## config.mk

```make
export PLATFORM = sky130hd
export DESIGN_NAME = mem_bus_arbiter
export DESIGN_NICKNAME = d
export VERILOG_FILES = /design/src/rtl/mem_bus_arbiter.sv
export SDC_FILE = /design/constraint.sdc
export NUM_CORES = 1
export LEC_CHECK = 0
export CORE_MARGIN = 3
export CORE_UTILIZATION = 42
export DETAILED_ROUTE_END_ITERATION = 6
export PLACE_DENSITY = 0.83
export SETUP_SLACK_MARGIN = 0.02
export SYNTH_ARGS = -nofsm -noshare
export SYNTH_HDL_FRONTEND = slang
export SYNTH_SLANG_ARGS = --single-unit
```

## constraint.sdc

```tcl
create_clock -name clk -period 3.2 [get_ports clk]
set_clock_uncertainty 0.05 [all_clocks]
set_input_delay 0.48 -clock clk [delete_from_list [all_inputs] [get_ports clk]]
set_output_delay 0.48 -clock clk [all_outputs]
set_load 0.01 [all_outputs]
```

## src/rtl/mem_bus_arbiter.sv

```systemverilog
// Shares one memory port between instruction fetch and the MEM stage.
// Each transaction walks IDLE -> ISSUE -> WAIT -> RESP; MEM wins by default, with a bounded streak.
`ifndef BUS_NONE
`define BUS_NONE  2'h0
`endif
`ifndef BUS_LOAD
`define BUS_LOAD  2'h1
`endif
`ifndef BUS_STORE
`define BUS_STORE 2'h2
`endif

module mem_bus_arbiter #(
  parameter int MAX_DATA_STREAK = 4,
  parameter int TIMEOUT_CYCLES  = 64
) (
  input  logic        clk,
  input  logic        rst,
  input  logic        if_req_valid,
  input  logic [31:0] if_req_addr,
  input  logic [1:0]  mem_req_command,
  input  logic [31:0] mem_req_addr,
  input  logic [31:0] mem_req_data,
  output logic        if_resp_valid,
  output logic [31:0] if_resp_data,
  output logic        if_stall,
  output logic        mem_resp_valid,
  output logic [31:0] mem_resp_data,
  output logic        mem_stall,
  output logic [1:0]  proc2mem_command,
  output logic [31:0] proc2mem_addr,
  output logic [31:0] proc2mem_data,
  input  logic        mem2proc_ready,
  input  logic        mem2proc_resp_valid,
  input  logic [31:0] mem2proc_data,
  output logic        bus_timeout_err,
  output logic [1:0]  state_dbg
);
  localparam int SW = $clog2(MAX_DATA_STREAK + 1);
  localparam int TW = $clog2(TIMEOUT_CYCLES + 1);
  localparam logic [SW-1:0] STREAK_MAX   = SW'(MAX_DATA_STREAK);
  localparam logic [TW-1:0] TIMEOUT_LAST = TW'(TIMEOUT_CYCLES - 1);

  // Handshake: a requester holds its request stable until its own one-cycle
  // resp_valid pulse; the memory takes the command in the cycle ready is high
  // and later completes it with exactly one resp_valid.
  typedef enum logic [1:0] {IDLE = 2'd0, ISSUE = 2'd1, WAIT = 2'd2, RESP = 2'd3} state_t;
  state_t state, state_next;

  logic          owner_if;
  logic [1:0]    lat_cmd;
  logic [SW-1:0] streak;
  logic [TW-1:0] wait_cnt;
  logic [31:0]   resp_word;
  logic          mem_pending, grant_if, grant_mem, timeout_hit, in_resp;

  always_comb begin
    mem_pending = (mem_req_command != `BUS_NONE);
    grant_if    = if_req_valid && (!mem_pending || streak == STREAK_MAX);
    grant_mem   = mem_pending && !grant_if;
    timeout_hit = (wait_cnt == TIMEOUT_LAST);
  end

  always_comb begin
    state_next = state;
    case (state)
      IDLE:    if (grant_if || grant_mem) state_next = ISSUE;
      ISSUE:   if (mem2proc_ready) state_next = WAIT;
      WAIT:    if (mem2proc_resp_valid || timeout_hit) state_next = RESP;
      RESP:    state_next = IDLE;
      default: state_next = IDLE;
    endcase
  end

  always_ff @(posedge clk) begin
    if (rst) state <= IDLE;
    else     state <= state_next;
  end

  // The proc2mem registers double as the latched request: loaded on grant,
  // cleared once the memory accepts, so the bus is idle outside ISSUE.
  always_ff @(posedge clk) begin
    if (rst) begin
      owner_if         <= 1'b0;
      lat_cmd          <= `BUS_NONE;
      streak           <= '0;
      wait_cnt         <= '0;
      resp_word        <= '0;
      proc2mem_command <= `BUS_NONE;
      proc2mem_addr    <= '0;
      proc2mem_data    <= '0;
      bus_timeout_err  <= 1'b0;
    end else begin
      case (state)
        IDLE: begin
          if (!if_req_valid || grant_if) streak <= '0;
          else if (grant_mem && streak != STREAK_MAX) streak <= streak + SW'(1);
          if (grant_if || grant_mem) begin
            owner_if         <= grant_if;
            lat_cmd          <= grant_if ? `BUS_LOAD : mem_req_command;
            proc2mem_command <= grant_if ? `BUS_LOAD : mem_req_command;
            proc2mem_addr    <= grant_if ? if_req_addr : mem_req_addr;
            proc2mem_data    <= grant_if ? 32'h0 : mem_req_data;
          end
        end
        ISSUE: begin
          if (mem2proc_ready) begin
            proc2mem_command <= `BUS_NONE;
            proc2mem_addr    <= '0;
            proc2mem_data    <= '0;
            wait_cnt         <= '0;
          end
        end
        WAIT: begin
          if (mem2proc_resp_valid) begin
            resp_word <= (lat_cmd == `BUS_STORE) ? 32'h0 : mem2proc_data;
          end else if (timeout_hit) begin
            resp_word       <= 32'h0;
            bus_timeout_err <= 1'b1;
          end else begin
            wait_cnt <= wait_cnt + TW'(1);
          end
        end
        default: ;
      endcase
    end
  end

  always_comb begin
    in_resp        = (state == RESP);
    if_resp_valid  = in_resp && owner_if;
    mem_resp_valid = in_resp && !owner_if;
    if_resp_data   = if_resp_valid ? resp_word : 32'h0;
    mem_resp_data  = mem_resp_valid ? resp_word : 32'h0;
    if_stall       = if_req_valid && !if_resp_valid;
    mem_stall      = mem_pending && !mem_resp_valid;
    state_dbg      = state;
  end
endmodule
```

# After elaboration in Yosys (flattened, before gate mapping)
# Index checks and enable logic that the tools add are counted.
classes:
  n_bitwise: 1
  n_reduce_logical: 30
  n_eq_ne: 12
  add_sub_neg: 2
  mux: 26
ops:
  columns: ["cell", "n"]
  rows:
  - ["2-to-1 mux 32 bit", 10]
  - ["case mux 32 bit (2 select lines)", 2]
  - ["2-to-1 mux 7 bit", 3]
  - ["case mux 7 bit (2 select lines)", 1]
  - ["2-to-1 mux 2 bit", 6]
  - ["!= test 2 bit, second input constant", 5]
  - ["nonzero test 2 bit", 5]
  - ["AND reduction 3 bit", 3]
  - ["case mux 2 bit (4 select lines)", 1]
  - ["adder 7 x 1 -> 7 bit, second input constant", 1]
  - ["equality test 7 x 6 -> 1 bit, second input constant", 1]
  - ["logical AND 1 bit", 7]
  - ["equality test 2 bit, second input constant", 3]
  - ["logical NOT 1 bit", 6]
  - ["2-to-1 mux 3 bit", 2]
  - ["AND reduction 2 bit", 3]
  - ["logical OR 1 bit", 4]
  - ["case mux 2 bit (2 select lines)", 1]
  - ["AND reduction 4 bit", 1]
  - ["adder 3 x 1 -> 3 bit, second input constant", 1]
  - ["equality test 3 bit, second input constant", 1]
  - ["!= test 3 bit, second input constant", 1]
  - ["equality test 2 x 1 -> 1 bit, second input constant", 1]
  - ["logical NOT 2 bit", 1]
  - ["inverter 1 bit", 1]
word_totals:
  input_bits: 135
  reg_bits: 114
  output_inout_bits: 137

# Longest topological paths before layout
# Gate-level depths: netlist of the first run.
depth:
  word_depth: 9
  ltp_mapped: 8

# Least setup slack after synthesis of the first run
# No wires, ideal clock.
synth_timing:
  path_kind: "reg2reg"
  start: "register state[0] (netlist: state_dbg[0])"
  end: "register proc2mem_data[12]"
  period_less_slack_ns: 2.047
  path_stages_with_launch: 8
  slack_ns: 1.153
  arrival_time_ns: 1.937
  required_ns: 3.090
  path_buffers: 1
  path_cell_list: "dfxtp_1 > inv_1 > ha_1 > or4b_4 > o211ai_2 > nor4_2 > clkbuf_1 > a22o_1"
synth_via:
  elab_chain_len: 3
synth_lines:
  columns: ["element", "line_no", "text"]
  rows:
  - ["start: declaration", "48", "state_t state, state_next;"]
  - ["start signal: assignment", "77", "else state <= state_next;"]
  - ["equality test 2 x 1 -> 1 bit or logical NOT 2 bit (tied branches)", "94", "case (state)"]
  - ["!= test 2 bit (no source line) or nonzero test 2 bit (tied branches)", null, null]
  - ["AND reduction 3 bit (no source line)", null, null]
  - ["end signal: assignment", "103", "proc2mem_data <= grant_if ? 32'h0 : mem_req_data;"]
  - ["end: declaration", "32", "output logic [31:0] proc2mem_data,"]
# Parallel ways exist; a longest one is shown, timed or not.
# A chain may end at the register's enable or synchronous reset.

# Worst setup path after layout of the first run
layout_timing:
  start: "register state[0] (netlist: state_dbg[0])"
  end: "output port mem_resp_data[25]"
layout_via:
  elab_chain_len: 3
layout_lines:
  columns: ["element", "line_no", "text"]
  rows:
  - ["equality test 2 bit", "130", "in_resp = (state == RESP);"]
  - ["logical AND 1 bit", "132", "mem_resp_valid = in_resp && !owner_if;"]
  - ["2-to-1 mux 32 bit", "134", "mem_resp_data = mem_resp_valid ? resp_word : 32'h0;"]
  - ["end: declaration", "28", "output logic [31:0] mem_resp_data,"]
# Every way passes these cells.

==> results of run 1 <==
-- cells in the final DEF, fill, tap and decap left out, types with 2 or more instances in the layout --
master,count
or3_1,4
nand3b_1,2
and2_1,34
clkdlybuf4s50_1,270
and3_1,32
ha_1,8
a22o_1,32
or2_2,2
nor2_1,12
a31oi_1,5
clkinvlp_4,3
nand3_1,12
o2bb2ai_1,33
a21oi_1,39
buf_12,2
clkinv_2,5
and2b_2,2
mux2i_1,33
clkbuf_16,17
inv_1,8
o21ai_0,36
nand2b_1,5
buf_4,7
dfxtp_1,114
clkbuf_1,4
nand2_1,40
-- kinds of logic after synthesis --
| family | count (synthesis) | synth area share [%] |
|---|---|---|
| DFF | 114 | 46.8 |
| buffers and inverters | 50 | 5.08 |
| xor gates and xnor gates | 2 | 0.359 |
| and+or+nand+nor | 153 | 17.2 |
| adders and majority gates | 8 | 2.05 |
| AOI/OAI and AO/OA | 155 | 21.7 |
| muxes | 33 | 6.78 |
-- worst reg2reg max path: cells and delay by family (launching register included) --
family                   cells  cell delay, ns
adder cells (fa/ha/maj)      1            0.31
AO/OA/AOI/OAI                1            0.09
flip-flops                   1            0.39
buffers and inverters        2            0.75
AND/OR/NAND/NOR              2            0.67
-- layout make-up --
class / count / area [um^2] / share of cell area [%]
timing repair buffer: 280 / 2800 / 34.2
multi-input combinational: 351 / 2360 / 28.8
sequential: 114 / 2280 / 27.9
clock buffer: 22 / 454 / 5.55
tap: 140 / 175 / 2.14
clock inverter: 10 / 86.3 / 1.05
inverter: 8 / 30.0 / 0.367
-- power by group through the flow --
stage	clock network [mW]	logic, mW	registers [mW]
6_report	1.70	1.78	1.93
5_1_grt	1.80	1.90	1.97
4_1_cts	1.73	1.78	1.93
3_5_place_dp	0	1.78	1.94
3_3_place_gp	0	1.73	1.93
2_1_floorplan	0	0.768	2.03
-- sequential cells by signal, indices dropped and copies added, names as in the netlist --
signal	flops
proc2mem_addr	32
proc2mem_data	32
resp_word	32
wait_cnt	7
streak	3
lat_cmd	2
proc2mem_command	2
state_dbg	2
bus_timeout_err	1
owner_if	1
-- how the worst min path moves through the flow --
stage,from,depth (start not counted),end
final,wait_cnt[6],2,wait_cnt[6]
after detailed placement,wait_cnt[6],2,wait_cnt[6]
after floorplan,wait_cnt[6],2,wait_cnt[6]
after global placement,wait_cnt[6],2,wait_cnt[6]
after CTS,wait_cnt[6],2,wait_cnt[6]
after global routing,proc2mem_addr[22],1,proc2mem_addr[22]
-- metal layers --
metal  track usage (%)  part of all wire [%]
met5                 0                     0
met4              6.25                   1.2
met3              7.37                   9.3
met2              43.2                    51
met1              26.5                    38
==> impl_metrics.tcl, run 1 <==
set metrics [dict create \
    outcome "completed" \
    fin_cells 925 \
    yosysSeqAreaShare_pct 46.8 \
    period_needed_ns 2.73 \
    critical-path-top-delay-family "buffers and inverters" \
    p_seq_share_pct 35.7 \
    setup_ws_ns 0.474 \
    cap_violations 0 \
    fin_crit_sh_pct 85.2 \
    clock-sinks 114 \
    firstDrtPassIters 4 \
    end_kind "primary output" \
    dp_hpwl_um 11900 \
    grt_pass1_wl_um 24600 \
    crit_path_end "mem_resp_data[25]" \
    cts_tree "yes" \
    io_pins 272 \
    dieArea_um2 12900 \
    tightest_slew_ns 0.825 \
    fin_nets 915 \
    ir_drop_mv 0.341 \
    reg2reg_slack_ns 0.81 \
    path_clk_slew_ns 0.05 \
    synthFlopType "dfxtp_1" \
    path_max_fanout 33 \
    final_util_pct 73.9 \
    syn2layout_area_growth_pct 68.0 \
    initial_utilization_pct 44.0 \
    dpl.cell_count 893 \
    synth_area_per_cell_um2 9.47 \
    antenna_left 0 \
    r2r-end "wait_cnt[5]" \
    critical_path.max_stage_delay_ns 0.53 \
    routabilityCongestion 0.879 \
    synth.distinct_cells 42 \
    synth_common_cells "114 x dfxtp_1, 40 x a21oi_1, 40 x nand2_1" \
    clk_latency_ns 0.40 \
    fillers 826 \
    syn-num-nets 658 \
    setup_viol 0 \
    combPwrFrac_pct 32.8 \
    p_per_area_nw_per_um2 661 \
    path_depth 5 \
    drt_iter0_drc 265 \
    yosysMostFrequentCell "dfxtp_1" \
    antenna_found_initial 0 \
    ys_async_sr_fraction_pct 0 \
    grt_pass1_vias 4892 \
    p_leak_nw 3.07 \
    total_power_mw 5.41 \
    syn_area_um2 4870 \
    drc 0 \
    wl_per_cell_um 17.1 \
    synth_area_leader_cell "dfxtp_1" \
    relSlewSlack_pct 45.0 \
    hold_viol 0 \
    synth_edf_count 0 \
    synthCells 515 \
    num_vias 4920 \
    cp_data_arrival_time_ns 2.20 \
    slowest_stage "clkdlybuf4s50_1" \
    design_area_um2 8190 \
    routed_wl_um 15900 \
    setup_tns_ns 0 \
    holdWs_ns 0.398 \
    intPower_mw 3.72 \
    globalRouteOverflowTotal 0 \
    cts_inserted_buffers 17 \
    core-area_um2 11100 \
    critPathBufInv 2 \
    switching_share_pct 31.3 \
    r2r_start "state_dbg[0]" \
    synth.top_cell.area_share_pct 46.8 \
    switchingPower_mw 1.69 \
    pwr-share-clk_pct 31.5 \
    crit_type "reg -> out" \
    fp.dieH_um 114 \
    holdCritPathClass "reg -> reg" \
    h-tree-depth 4 \
    avgViaCountPerCell 5.32 \
    grt_max_degree 65 \
    rsz0062_at_grt "no" \
    cts_setup_buffers 0 \
    ys_warn_count 0 \
    crit_path_start "state_dbg[0]" \
    portBuffers 271 \
    cp_data_required_time_ns 2.67 \
    dp_slack_ns 0.653 \
    postCtsHoldBufs 0 \
    r2r.worst_path.cells 6 \
    start_kind "register" \
    ys_ff_latch 114 \
    rows 38 \
    drive_above_1_share_pct 6.37 \
    cts_root_buffer "clkbuf_16" \
    track_usage_pct 23.6 \
    n_antenna_cell 0 \
    crit_chain "ha_1, nor2b_1, buf_4, and2_1, clkdlybuf4s50_1" \
    clock_path_buffers 2 \
    post_dp_cell_area_um2 7650 \
    max_clock_freq_ghz 0.367 \
    slew_viol_final 0 \
    cts_resized 0 \
    die-width_um 114 \
    synth_area_leaders "dfxtp_1 47%, mux2i_1 6.8%, o2bb2ai_1 5.9%" \
]
(Power assumes the default switching activity.)
==> run 2, diff against run 1 <==
--- a/config.mk
+++ b/config.mk
@@ -9,6 +9,7 @@
 export CORE_UTILIZATION = 42
 export DETAILED_ROUTE_END_ITERATION = 6
 export PLACE_DENSITY = 0.83
+export REMOVE_ABC_BUFFERS = 1
 export SETUP_SLACK_MARGIN = 0.02
 export SYNTH_ARGS = -nofsm -noshare
 export SYNTH_HDL_FRONTEND = slang
==> run 2 against run 1 <==
  * Largest power group unchanged
  * Sequential cell count unchanged
  * Final cell count increased by 0.11%
  * Worst setup slack better by 0.071 ns
  * First-iteration DRC count grew 7.9%
  * Utilization grew 0.54 points
  * Largest cell class unchanged
  * Die area unchanged
  * Sequential share of layout area shrank 0.20 points
  * Power grew 3.4%
==> impl_metrics.tcl, run 2 (synthesis results as in run 1) <==
set metrics [dict create \
    outcome "completed" \
    slew_viol_final 0 \
    h-tree-depth 4 \
    final_cell_mix "270 x clkdlybuf4s50_1, 114 x dfxtp_1, 40 x nand2_1" \
    core-area_um2 11100 \
    crit_type "reg -> out" \
    dpl.cell_count 894 \
    p_leak_nw 3.11 \
    portBuffers 271 \
    period_needed_ns 2.66 \
    dieArea_um2 12900 \
    track_usage_pct 25.1 \
    holdCritPathClass "in -> reg" \
    drive_above_1_share_pct 7.12 \
    globalRouteOverflowTotal 0 \
    cts_setup_buffers 0 \
    die-width_um 114 \
    drt_iter0_drc 286 \
    end_kind "primary output" \
    cts_resized 0 \
    avgViaCountPerCell 5.29 \
    postCtsHoldBufs 0 \
    rsz0062_at_grt "no" \
    clock_path_buffers 2 \
    antenna_found_initial 0 \
    path_max_fanout 33 \
    rows 38 \
    fillers 813 \
    fin_cells 926 \
    routed_wl_um 16200 \
    n_antenna_cell 0 \
    initial_utilization_pct 44.0 \
    start_kind "register" \
    syn2layout_area_growth_pct 69.2 \
    cap_violations 0 \
    hold_viol 0 \
    dp_hpwl_um 12200 \
    tightest_slew_ns 0.817 \
    p_per_area_nw_per_um2 679 \
    fin_nets 916 \
    cp_data_required_time_ns 2.67 \
    grt_pass1_wl_um 25800 \
    routabilityCongestion 0.853 \
    total_power_mw 5.60 \
    drc 0 \
    reg_top3 "proc2mem_addr: 32 flops, proc2mem_data: 32 flops, resp_word: 32 flops" \
    grt_pass1_vias 5011 \
    relSlewSlack_pct 45.5 \
    setup_viol 0 \
    grt_max_degree 65 \
    fin_crit_sh_pct 83.0 \
    num_vias 4902 \
    cts_root_buffer "clkbuf_16" \
    cts_tree "yes" \
    clk_latency_ns 0.40 \
    final_common_cell "clkdlybuf4s50_1" \
    path_clk_slew_ns 0.05 \
    firstDrtPassIters 4 \
    wl_per_cell_um 17.5 \
    final_util_pct 74.5 \
    cp_data_arrival_time_ns 2.13 \
    antenna_left 0 \
    ir_drop_mv 0.399 \
    max_clock_freq_ghz 0.377 \
    fp.dieH_um 114 \
    io_pins 272 \
    cts_inserted_buffers 17 \
    clock-sinks 114 \
]
[run 2: cell type report]
cell class	instances	area [um^2]	share of cell area, %
clock buffer	18	439	5.32
clock inverter	14	164	1.99
inverter	8	30.0	0.364
sequential	114	2280	27.7
multi-input combinational	351	2360	28.6
timing repair buffer	281	2800	33.9
tap	140	175	2.12
[run 2: through the flow]
step,cell area (um^2),hold slack [ns],TNS [ns],setup slack [ns]
global route,8250,0.322,0,0.358
floorplan,4660,0.371,-3.33,-0.104
finish,8250,0.322,0,0.545
CTS,8250,0.304,0,0.502
global placement,7640,0.387,0,0.718
detailed placement,7640,0.397,0,0.596
[run 2: path summary, 6_finish.rpt]
| check | to | slack, ns | from | cells after the start |
|---|---|---|---|---|
| worst min-delay path | proc2mem_command[0] | 0.32 | rst | 2 |
| worst min register to register | proc2mem_addr[27] | 0.41 | proc2mem_addr[27] | 1 |
| worst max-delay path | mem_resp_data[24] | 0.54 | state_dbg[0] | 5 |
| worst max register to register | proc2mem_data[1] | 0.87 | state_dbg[0] | 7 |
[run 2: worst max-delay path, stage by stage (launching register included)]
cell             delay, ns
dfxtp_1               0.38
ha_1                  0.18
nor2b_2               0.15
buf_4                 0.27
and2_1                0.20
clkdlybuf4s50_1       0.54
[run 2: where the power goes]
part           switching, mW  leakage (nW)  internal (mW)
Clock                  0.656         0.291           1.24
Combinational          0.875          1.88          0.901
Sequential             0.190         0.931           1.74
Total                   1.72          3.11           3.88
[run 2: metal layers]
metal / vias up / wire, um / track usage [%]
li1: 2373 / - / -
met3: 17 / 1340 / 7.96
met2: 227 / 8360 / 45.0
met4: 0 / 278 / 8.33
met1: 2285 / 6270 / 28.3
met5: - / 0 / 0
